<file path="src/rtl/reg_write_arbiter_if.sv">
// Writeback request bundle for two requesters (wb0 = ALU, wb1 = load)
// feeding the register-write arbiter.
interface reg_write_arbiter_if #(
   parameter int DATA_W = 32,
   parameter int ADDR_W = 5
);
   logic              wb0_valid;
   logic [ADDR_W-1:0] wb0_addr;
   logic [DATA_W-1:0] wb0_data;
   logic              wb0_ready;
   logic              wb1_valid;
   logic [ADDR_W-1:0] wb1_addr;
   logic [DATA_W-1:0] wb1_data;
   logic              wb1_ready;

   // Requester side: presents requests, observes acceptance
   modport master (
      output wb0_valid, wb0_addr, wb0_data,
      input  wb0_ready,
      output wb1_valid, wb1_addr, wb1_data,
      input  wb1_ready
   );

   // Arbiter side: samples requests, returns acceptance
   modport slave (
      input  wb0_valid, wb0_addr, wb0_data,
      output wb0_ready,
      input  wb1_valid, wb1_addr, wb1_data,
      output wb1_ready
   );
endinterface

</file>
<file path="src/rtl/reg_write_arbiter.sv">
// Two-requester register-bank write arbiter. Round-robin on contention
// (the loser of a transfer gets priority next), registered write port,
// writes to register 0 are accepted but discarded, and a saturating
// counter of contended cycles.
module reg_write_arbiter #(
   parameter int DATA_W = 32,
   parameter int ADDR_W = 5
) (
   input  logic                clk,
   input  logic                rst_n,
   input  logic                hold,
   reg_write_arbiter_if.slave  wb,
   output logic                regwrite,
   output logic [ADDR_W-1:0]   wreg,
   output logic [DATA_W-1:0]   WriteData,
   output logic [15:0]         conflict_cnt
);

   logic              prio_q, prio_d;
   logic              regwrite_q, regwrite_d;
   logic [ADDR_W-1:0] wreg_q, wreg_d;
   logic [DATA_W-1:0] wdata_q, wdata_d;
   logic [15:0]       cnt_q, cnt_d;

   logic              ready0_s, ready1_s;
   logic              contend_s;
   logic              xfer_s;
   logic [ADDR_W-1:0] gaddr_s;
   logic [DATA_W-1:0] gdata_s;

   // Grant decode: nothing is accepted in reset or while frozen; on a tie
   // the priority bit picks the winner, so both readies are never high
   always_comb begin
      ready0_s  = 1'b0;
      ready1_s  = 1'b0;
      contend_s = 1'b0;
      if (rst_n && !hold) begin
         contend_s = wb.wb0_valid & wb.wb1_valid;
         ready0_s  = wb.wb0_valid & (~wb.wb1_valid | ~prio_q);
         ready1_s  = wb.wb1_valid & (~wb.wb0_valid |  prio_q);
      end else begin
         contend_s = 1'b0;
         ready0_s  = 1'b0;
         ready1_s  = 1'b0;
      end
   end

   assign wb.wb0_ready = ready0_s;
   assign wb.wb1_ready = ready1_s;

   // Next-state: select the granted payload, skip register 0, rotate
   // priority to the requester that lost, count contention with saturation
   always_comb begin
      xfer_s     = ready0_s | ready1_s;
      gaddr_s    = {ADDR_W{1'b0}};
      gdata_s    = {DATA_W{1'b0}};
      prio_d     = prio_q;
      regwrite_d = 1'b0;
      wreg_d     = wreg_q;
      wdata_d    = wdata_q;
      cnt_d      = cnt_q;

      if (ready1_s) begin
         gaddr_s = wb.wb1_addr;
         gdata_s = wb.wb1_data;
         prio_d  = 1'b0;
      end else if (ready0_s) begin
         gaddr_s = wb.wb0_addr;
         gdata_s = wb.wb0_data;
         prio_d  = 1'b1;
      end else begin
         prio_d  = prio_q;
      end

      if (xfer_s && (gaddr_s != {ADDR_W{1'b0}})) begin
         regwrite_d = 1'b1;
         wreg_d     = gaddr_s;
         wdata_d    = gdata_s;
      end else begin
         regwrite_d = 1'b0;
      end

      if (contend_s && (cnt_q != 16'hFFFF)) begin
         cnt_d = cnt_q + 16'd1;
      end else begin
         cnt_d = cnt_q;
      end
   end

   // State registers; reset clears any in-flight write immediately
   always_ff @(posedge clk or negedge rst_n) begin
      if (!rst_n) begin
         prio_q     <= 1'b0;
         regwrite_q <= 1'b0;
         wreg_q     <= {ADDR_W{1'b0}};
         wdata_q    <= {DATA_W{1'b0}};
         cnt_q      <= 16'd0;
      end else begin
         prio_q     <= prio_d;
         regwrite_q <= regwrite_d;
         wreg_q     <= wreg_d;
         wdata_q    <= wdata_d;
         cnt_q      <= cnt_d;
      end
   end

   assign regwrite     = regwrite_q;
   assign wreg         = wreg_q;
   assign WriteData    = wdata_q;
   assign conflict_cnt = cnt_q;

endmodule
</file>
<file path="src/flat_wrapper.sv">
// flat-port wrapper written by rule: the top's interface ports become plain ports
module reg_write_arbiter_flat 
#(
   parameter int DATA_W = 32,
   parameter int ADDR_W = 5
)
  (clk, rst_n, hold, regwrite, wreg, WriteData, conflict_cnt, wb_wb0_valid, wb_wb0_addr, wb_wb0_data, wb_wb0_ready, wb_wb1_valid, wb_wb1_addr, wb_wb1_data, wb_wb1_ready);
  reg_write_arbiter_if #(.DATA_W(DATA_W), .ADDR_W(ADDR_W)) wb_i ();
  input  logic clk;
  input  logic rst_n;
  input  logic hold;
  output logic regwrite;
  output logic [ADDR_W-1:0] wreg;
  output logic [DATA_W-1:0] WriteData;
  output logic [15:0] conflict_cnt;
  input wire logic [$bits(wb_i.wb0_valid)-1:0] wb_wb0_valid;
  input wire logic [$bits(wb_i.wb0_addr)-1:0] wb_wb0_addr;
  input wire logic [$bits(wb_i.wb0_data)-1:0] wb_wb0_data;
  output wire logic [$bits(wb_i.wb0_ready)-1:0] wb_wb0_ready;
  input wire logic [$bits(wb_i.wb1_valid)-1:0] wb_wb1_valid;
  input wire logic [$bits(wb_i.wb1_addr)-1:0] wb_wb1_addr;
  input wire logic [$bits(wb_i.wb1_data)-1:0] wb_wb1_data;
  output wire logic [$bits(wb_i.wb1_ready)-1:0] wb_wb1_ready;
  assign wb_i.wb0_valid = wb_wb0_valid;
  assign wb_i.wb0_addr = wb_wb0_addr;
  assign wb_i.wb0_data = wb_wb0_data;
  assign wb_wb0_ready = wb_i.wb0_ready;
  assign wb_i.wb1_valid = wb_wb1_valid;
  assign wb_i.wb1_addr = wb_wb1_addr;
  assign wb_i.wb1_data = wb_wb1_data;
  assign wb_wb1_ready = wb_i.wb1_ready;
  reg_write_arbiter #(.DATA_W(DATA_W), .ADDR_W(ADDR_W)) u_core (.clk(clk), .rst_n(rst_n), .hold(hold), .wb(wb_i), .regwrite(regwrite), .wreg(wreg), .WriteData(WriteData), .conflict_cnt(conflict_cnt));
endmodule
</file>
<file path="config.mk">
export PLATFORM = sky130hd
export DESIGN_NAME = reg_write_arbiter_flat
export DESIGN_NICKNAME = d
export VERILOG_FILES = /design/src/rtl/reg_write_arbiter_if.sv /design/src/rtl/reg_write_arbiter.sv /design/src/flat_wrapper.sv
export SDC_FILE = /design/constraint.sdc
export NUM_CORES = 1
export LEC_CHECK = 0
export ABC_AREA = 1
export BUFFER_PORTS_ARGS = -buffer_cell sky130_fd_sc_hd__buf_2
export CAP_MARGIN = 40
export CORE_UTILIZATION = 25
export DETAILED_ROUTE_END_ITERATION = 16
export GPL_TIMING_DRIVEN = 0
export PLACE_DENSITY_LB_ADDON = 0.05
export SYNTH_ARGS = -nofsm -noshare
export SYNTH_HDL_FRONTEND = slang
export SYNTH_SLANG_ARGS = --single-unit
export TNS_END_PERCENT = 20
</file>
<file path="constraint.sdc">
create_clock -name clk -period 1.55 [get_ports clk]
set_input_delay 0.155 -clock clk [delete_from_list [all_inputs] [get_ports clk]]
set_output_delay 0.155 -clock clk [all_outputs]
set_load 0.1 [all_outputs]
</file>
# Word level (Yosys, flattened, before mapping)
# Index checks and enable logic that the tools add are counted.
classes:
  n_addsub: 1
  bitwise_logic: 9
  shift: 0
  n_mux: 10
  mul: 0
  n_lt_le_gt_ge: 0
  div_mod_pow: 0
  reduce_logical: 6
  eq_ne: 1
ops:
  columns: ["op", "n"]
  rows:
  - ["two-way mux 32 bit", 2]
  - ["adder 16 x 1 -> 16 bit (second input constant)", 1]
  - ["inequality test 16 bit (second input constant)", 1]
  - ["two-way mux 5 bit", 2]
  - ["two-way mux 1 bit", 6]
  - ["nonzero test 5 bit", 1]
  - ["bitwise AND 1 bit", 3]
  - ["logical AND 1 bit", 3]
  - ["NOT 1 bit", 3]
  - ["OR 1 bit", 3]
  - ["nonzero test 2 bit", 1]
  - ["zero test 1 bit", 1]
totals:
  mem_bits_rw: 0
  rom_bits: 0
  memories: 0
  latch_bits: 0
  input_bits: 79
  reg_bits: 55
  output_inout_bits: 56
  word_cells: 32

# Logic depth before layout (Yosys ltp)
depth:
  word_depth: 9
  ltp_mapped: 10
  mapped_depth_nobuf: 9

# Worst setup path before layout
# Ideal clock, no wire load.
synth_path:
  kind: "reg-to-reg"
  start: "reg u_core.cnt_q[0] (netlist: u_core.conflict_cnt[0])"
  end: "reg u_core.cnt_q[2] (netlist: u_core.conflict_cnt[2])"
  path_buffers: 1
  required_time_ps: 1428
  slack_ps: -769
  period_less_slack_ps: 2319
  stages_incl_launch_ff: 9
  setup_ps: 122
  arrival_ps: 2196
  path_cell_list: "dfrtp_1 ha_1 nand3_1 nand2b_1 o21ai_2 inv_2 buf_6 nand3_1 nand2_1"
synth_between:
  elab_chain_cells: 2
  word_cells_on_any_way: 3
  classes_between: "1 x add/sub; 1 x eq/ne; 1 x reduce/logical"
synth_rtl:
  columns: ["item", "line_no", "source"]
  rows:
  - ["start: declaration", "reg_write_arbiter.sv:23", "logic [15:0] cnt_q, cnt_d;"]
  - ["start signal: assignment", "reg_write_arbiter.sv:103", "cnt_q <= cnt_d;"]
  - ["parallel branches: the longest is 2 deep, another holds adder 16 x 1 -> 16 bit", null, null]
# Several ways; the timed one is not identified.
# A chain may end at the register's enable or synchronous reset.

# Worst setup path after layout
layout_path:
  start: "reg u_core.cnt_q[0] (netlist: u_core.conflict_cnt[0])"
  end: "reg u_core.cnt_q[10] (netlist: u_core.conflict_cnt[10])"
# The elaborated chain is that of the path after synthesis.

==> results.sh <==
export IMPL_met3_length_um=392
export IMPL_timing_final_max_slew_violations=0
export IMPL_outcome="finished, violations left"
export IMPL_yosys_cell_types_count=26
export IMPL_design_die_area_um2=12660
export IMPL_worst_hold_startpoint="wb_wb1_data[3]"
export IMPL_wire_length_on_met2_um=4897
export IMPL_core_area_um2=11660
export IMPL_required_time_worst_endpoint_ns=1.74
export IMPL_route_top_layer_used="met4"
export IMPL_io_pin_count=135
export IMPL_place_ws_ns=-0.9198
export IMPL_cts_root_buf="clkbuf_16"
export IMPL_achievable_frequency_mhz=633.7
export IMPL_final_core_utilization_pct=40.46
export IMPL_num_nets_final=606
export IMPL_clock_latency_ns=0.30
export IMPL_synth_seq_area_share_pct=45.08
export IMPL_drt_iter0_drc=126
export IMPL_tritoncts_clock_tree="done"
export IMPL_grt_pass1_vias=3062
export IMPL_synthesized_area_fraction_occupied_by_ao_oa_aoi_and_oai_cells_pct=11.27
export IMPL_antenna_found_initial=0
export IMPL_final_cells=670
export IMPL_max_slew_margin_rel_pct=66.10
export IMPL_final_min_clock_period_ns=1.578
export IMPL_start_util_pct=26.18
export IMPL_timing_worst_setup_path_type="reg2reg"
export IMPL_yosys_warnings=0
export IMPL_p_per_area_nw_per_um2=1324
export IMPL_leakagePower_nw=2.480
export IMPL_final_sum_of_negative_setup_slack_ns=-0.06676
export IMPL_place_detailed_hpwl_um=6871
export IMPL_tritoncts_num_buffers=5
export IMPL_drive_gt1_share_pct=47.44
export IMPL_min_delay_path_class="in2reg"
export IMPL_globalRouteTotalUtil_pct=15.58
export IMPL_clk_pin_slew_worst_paths_ns=0.08
export IMPL_avgRoutedWirePerCell_um=15.18
export IMPL_finalPower_mw=6.248
export IMPL_die_y_um=112.5
export IMPL_dpl_instance_area_um2=3978
export IMPL_post_synth_cell_area_avg_um2=8.528
export IMPL_timing_reg2reg_worst_path_depth=8
export IMPL_wirelength_um=10170
export IMPL_gp_congestion=0.7682
export IMPL_drc=0
export IMPL_relative_area_change_from_synthesis_to_final_layout_pct=54.55
export IMPL_detail_route_wirelength_met1_um=4791
export IMPL_post_route_cell_area_um2=4718
export IMPL_syn_nets=438
export IMPL_rsz0062_at_grt="true"
export IMPL_ir_drop_v=0.001106
export IMPL_worst_path_max_fanout=7
export IMPL_antenna_cells_inserted=0
export IMPL_synth_adder_area_share_pct=0.4098
export IMPL_global_route_wire_length_before_repair_um=15550
export IMPL_postRouteAntennaNets=0
export IMPL_drt_pass1_iterations=4
export IMPL_worst_r2r_startpoint="u_core.conflict_cnt[0]"
export IMPL_numClockSinks=55
export IMPL_ff2ff_setup_slack_ns=-0.03
export IMPL_numPortBuffers=134
export IMPL_clock_skew_final_ns=0.005712
export IMPL_number_of_endpoints_failing_setup_at_the_final_stage=5
export IMPL_final_setup_worst_slack_ns=-0.02793
export IMPL_cts_root_to_sink_buffers=2
export IMPL_synth_top_family_by_area="simple AND/OR/NAND/NOR gates"
export IMPL_netlist_instances=358
export IMPL_floorplan_rows=39
export IMPL_post_synth_simple_gate_area_pct=30.45
export IMPL_crit_path_start_kind="flip-flop"
export IMPL_worst_pin_slew_ns=0.5120
export IMPL_drv_max_cap_violation_count=0
export IMPL_ys_seq_elements=55
export IMPL_routed_via_density=4.719
export IMPL_report_final_hold_viol_count=0
export IMPL_timing_critical_path_to_type="flip-flop"
export IMPL_syn_area_um2=3053
export IMPL_post_place_cells=635
export IMPL_largest_net_degree_at_the_start_of_global_routing=57
export IMPL_route_vias_total=3162
export IMPL_synthXorXnorAreaFrac_pct=3.443
export IMPL_post_synth_mux_area_share_pct=0
export IMPL_worst_hold_slack_ns=0.1530
export IMPL_ctsHtreeMaxLevel=2
export IMPL_die_w_um=112.5
export IMPL_cp_arrival_ns=1.77
export IMPL_gr_total_overflow=0
export IMPL_worstHoldPathCells=4
export IMPL_violated_checks="setup timing"
export IMPL_worst_hold_path_endpoint="u_core.WriteData[3]"
export IMPL_timing_rr_end="u_core.conflict_cnt[10]"
export IMPL_layout_worst_path_cycle_share_pct=101.8
## layer usage
metal  vias to the layer above  global-route usage, %
met2                        73                  26.42
met3                         9                  3.186
met5                         -                      0
li1                       1563                      -
met4                         0                  3.911
met1                      1517                  20.26
## worst max-delay path, cell delays in order, from the launching register on
cell and delay (ns):
dfrtp_4 0.45, ha_4 0.17, nand3_4 0.09, nand2b_4 0.16, o21ai_4 0.22, inv_4 0.09, clkbuf_16 0.17, nand2_1 0.06
nand2_1 0.04
## report_power, final
group	leakage (nW)	total, mW	switching (mW)	internal, mW
registers	0.710	1.87	0.186	1.68
clock network	0.0868	1.37	0.567	0.807
logic	1.68	3.01	2.26	0.752
## repair_timing
action / CTS / global route
setup buffers: 8 / 11
hold endpoints to repair: 55 / 55
resized for setup: 32 / 45
endpoints found under the setup margin: 57 / 50
pin swaps: 1 / 10
cloned: 0 / 5
## how the worst max path moves through the flow
stage	start	endpoint	slack (ns)	depth (start not counted)
finish	u_core.conflict_cnt[0]	u_core.conflict_cnt[10]	-0.03	8
global route	u_core.conflict_cnt[0]	u_core.conflict_cnt[7]	-0.1	8
CTS	u_core.conflict_cnt[1]	u_core.conflict_cnt[14]	0.0008	8
detailed placement	rst_n	wb_wb1_ready	-0.92	8
global placement	rst_n	wb_wb1_ready	-1.41	8
floorplan	u_core.conflict_cnt[0]	u_core.conflict_cnt[14]	-0.14	8
## cell type report
cell class / instances / area [um2]
Tap cell: 143 / 178.9
Buffer: 24 / 272.8
Clock buffer: 6 / 138.9
Sequential cell: 55 / 1411
Inverter: 22 / 90.09
Multi-Input combinational cell: 257 / 1541
Clock inverter: 2 / 35.03
Timing Repair Buffer: 161 / 1050
Fill cell: 1200 / 6944
## cell usage in the layout, fill, tap and decap left out, drive strengths merged, types with 2 or more instances in the layout
master	instances
xor2	6
nand4	43
xnor2	6
nor3	5
nor2	15
clkbuf	10
a22o	32
dlygate4sd3	2
inv	22
o21ai	12
dfrtp	55
nand3	15
nand2	119
buf	179
## cells in the mapped netlist
| cell | n | area share [%] |
|---|---|---|
| a22o_1 | 32 | 9.2 |
| and2_1 | 1 | 0.21 |
| buf_2 | 6 | 0.98 |
| buf_4 | 4 | 0.98 |
| buf_6 | 12 | 4.4 |
| clkbuf_1 | 2 | 0.25 |
| dfrtp_1 | 55 | 45 |
| ha_1 | 1 | 0.41 |
| inv_1 | 18 | 2.2 |
| inv_2 | 4 | 0.49 |
| nand2_1 | 115 | 14 |
| nand2_2 | 3 | 0.61 |
| nand2_4 | 1 | 0.37 |
| nand2b_1 | 1 | 0.21 |
| nand3_1 | 12 | 2.0 |
| nand3_2 | 3 | 0.98 |
| nand3b_1 | 1 | 0.25 |
| nand4_1 | 43 | 8.8 |
| nor2_1 | 12 | 1.5 |
| nor2_2 | 3 | 0.61 |
| nor3_1 | 5 | 0.82 |
| o21ai_0 | 6 | 0.98 |
| o21ai_1 | 5 | 0.82 |
| o21ai_2 | 1 | 0.29 |
| xnor2_1 | 6 | 1.7 |
| xor2_1 | 6 | 1.7 |
## registers in the layout, indices dropped and copies added (netlist names)
signal	count
u_core.regwrite	1
u_core.prio_q	1
u_core.conflict_cnt	16
u_core.WriteData	32
u_core.wreg	5
## kinds of logic (layout without fill, tap and decap cells)
logic type,Yosys count,in the layout
DFF,55,55
adders and majority gates,1,1
buffers and inverters,46,215
and+or+nand+nor,200,200
xor gates and xnor gates,12,12
AOI/OAI and AO/OA,44,44
(Power assumes the default switching activity.)
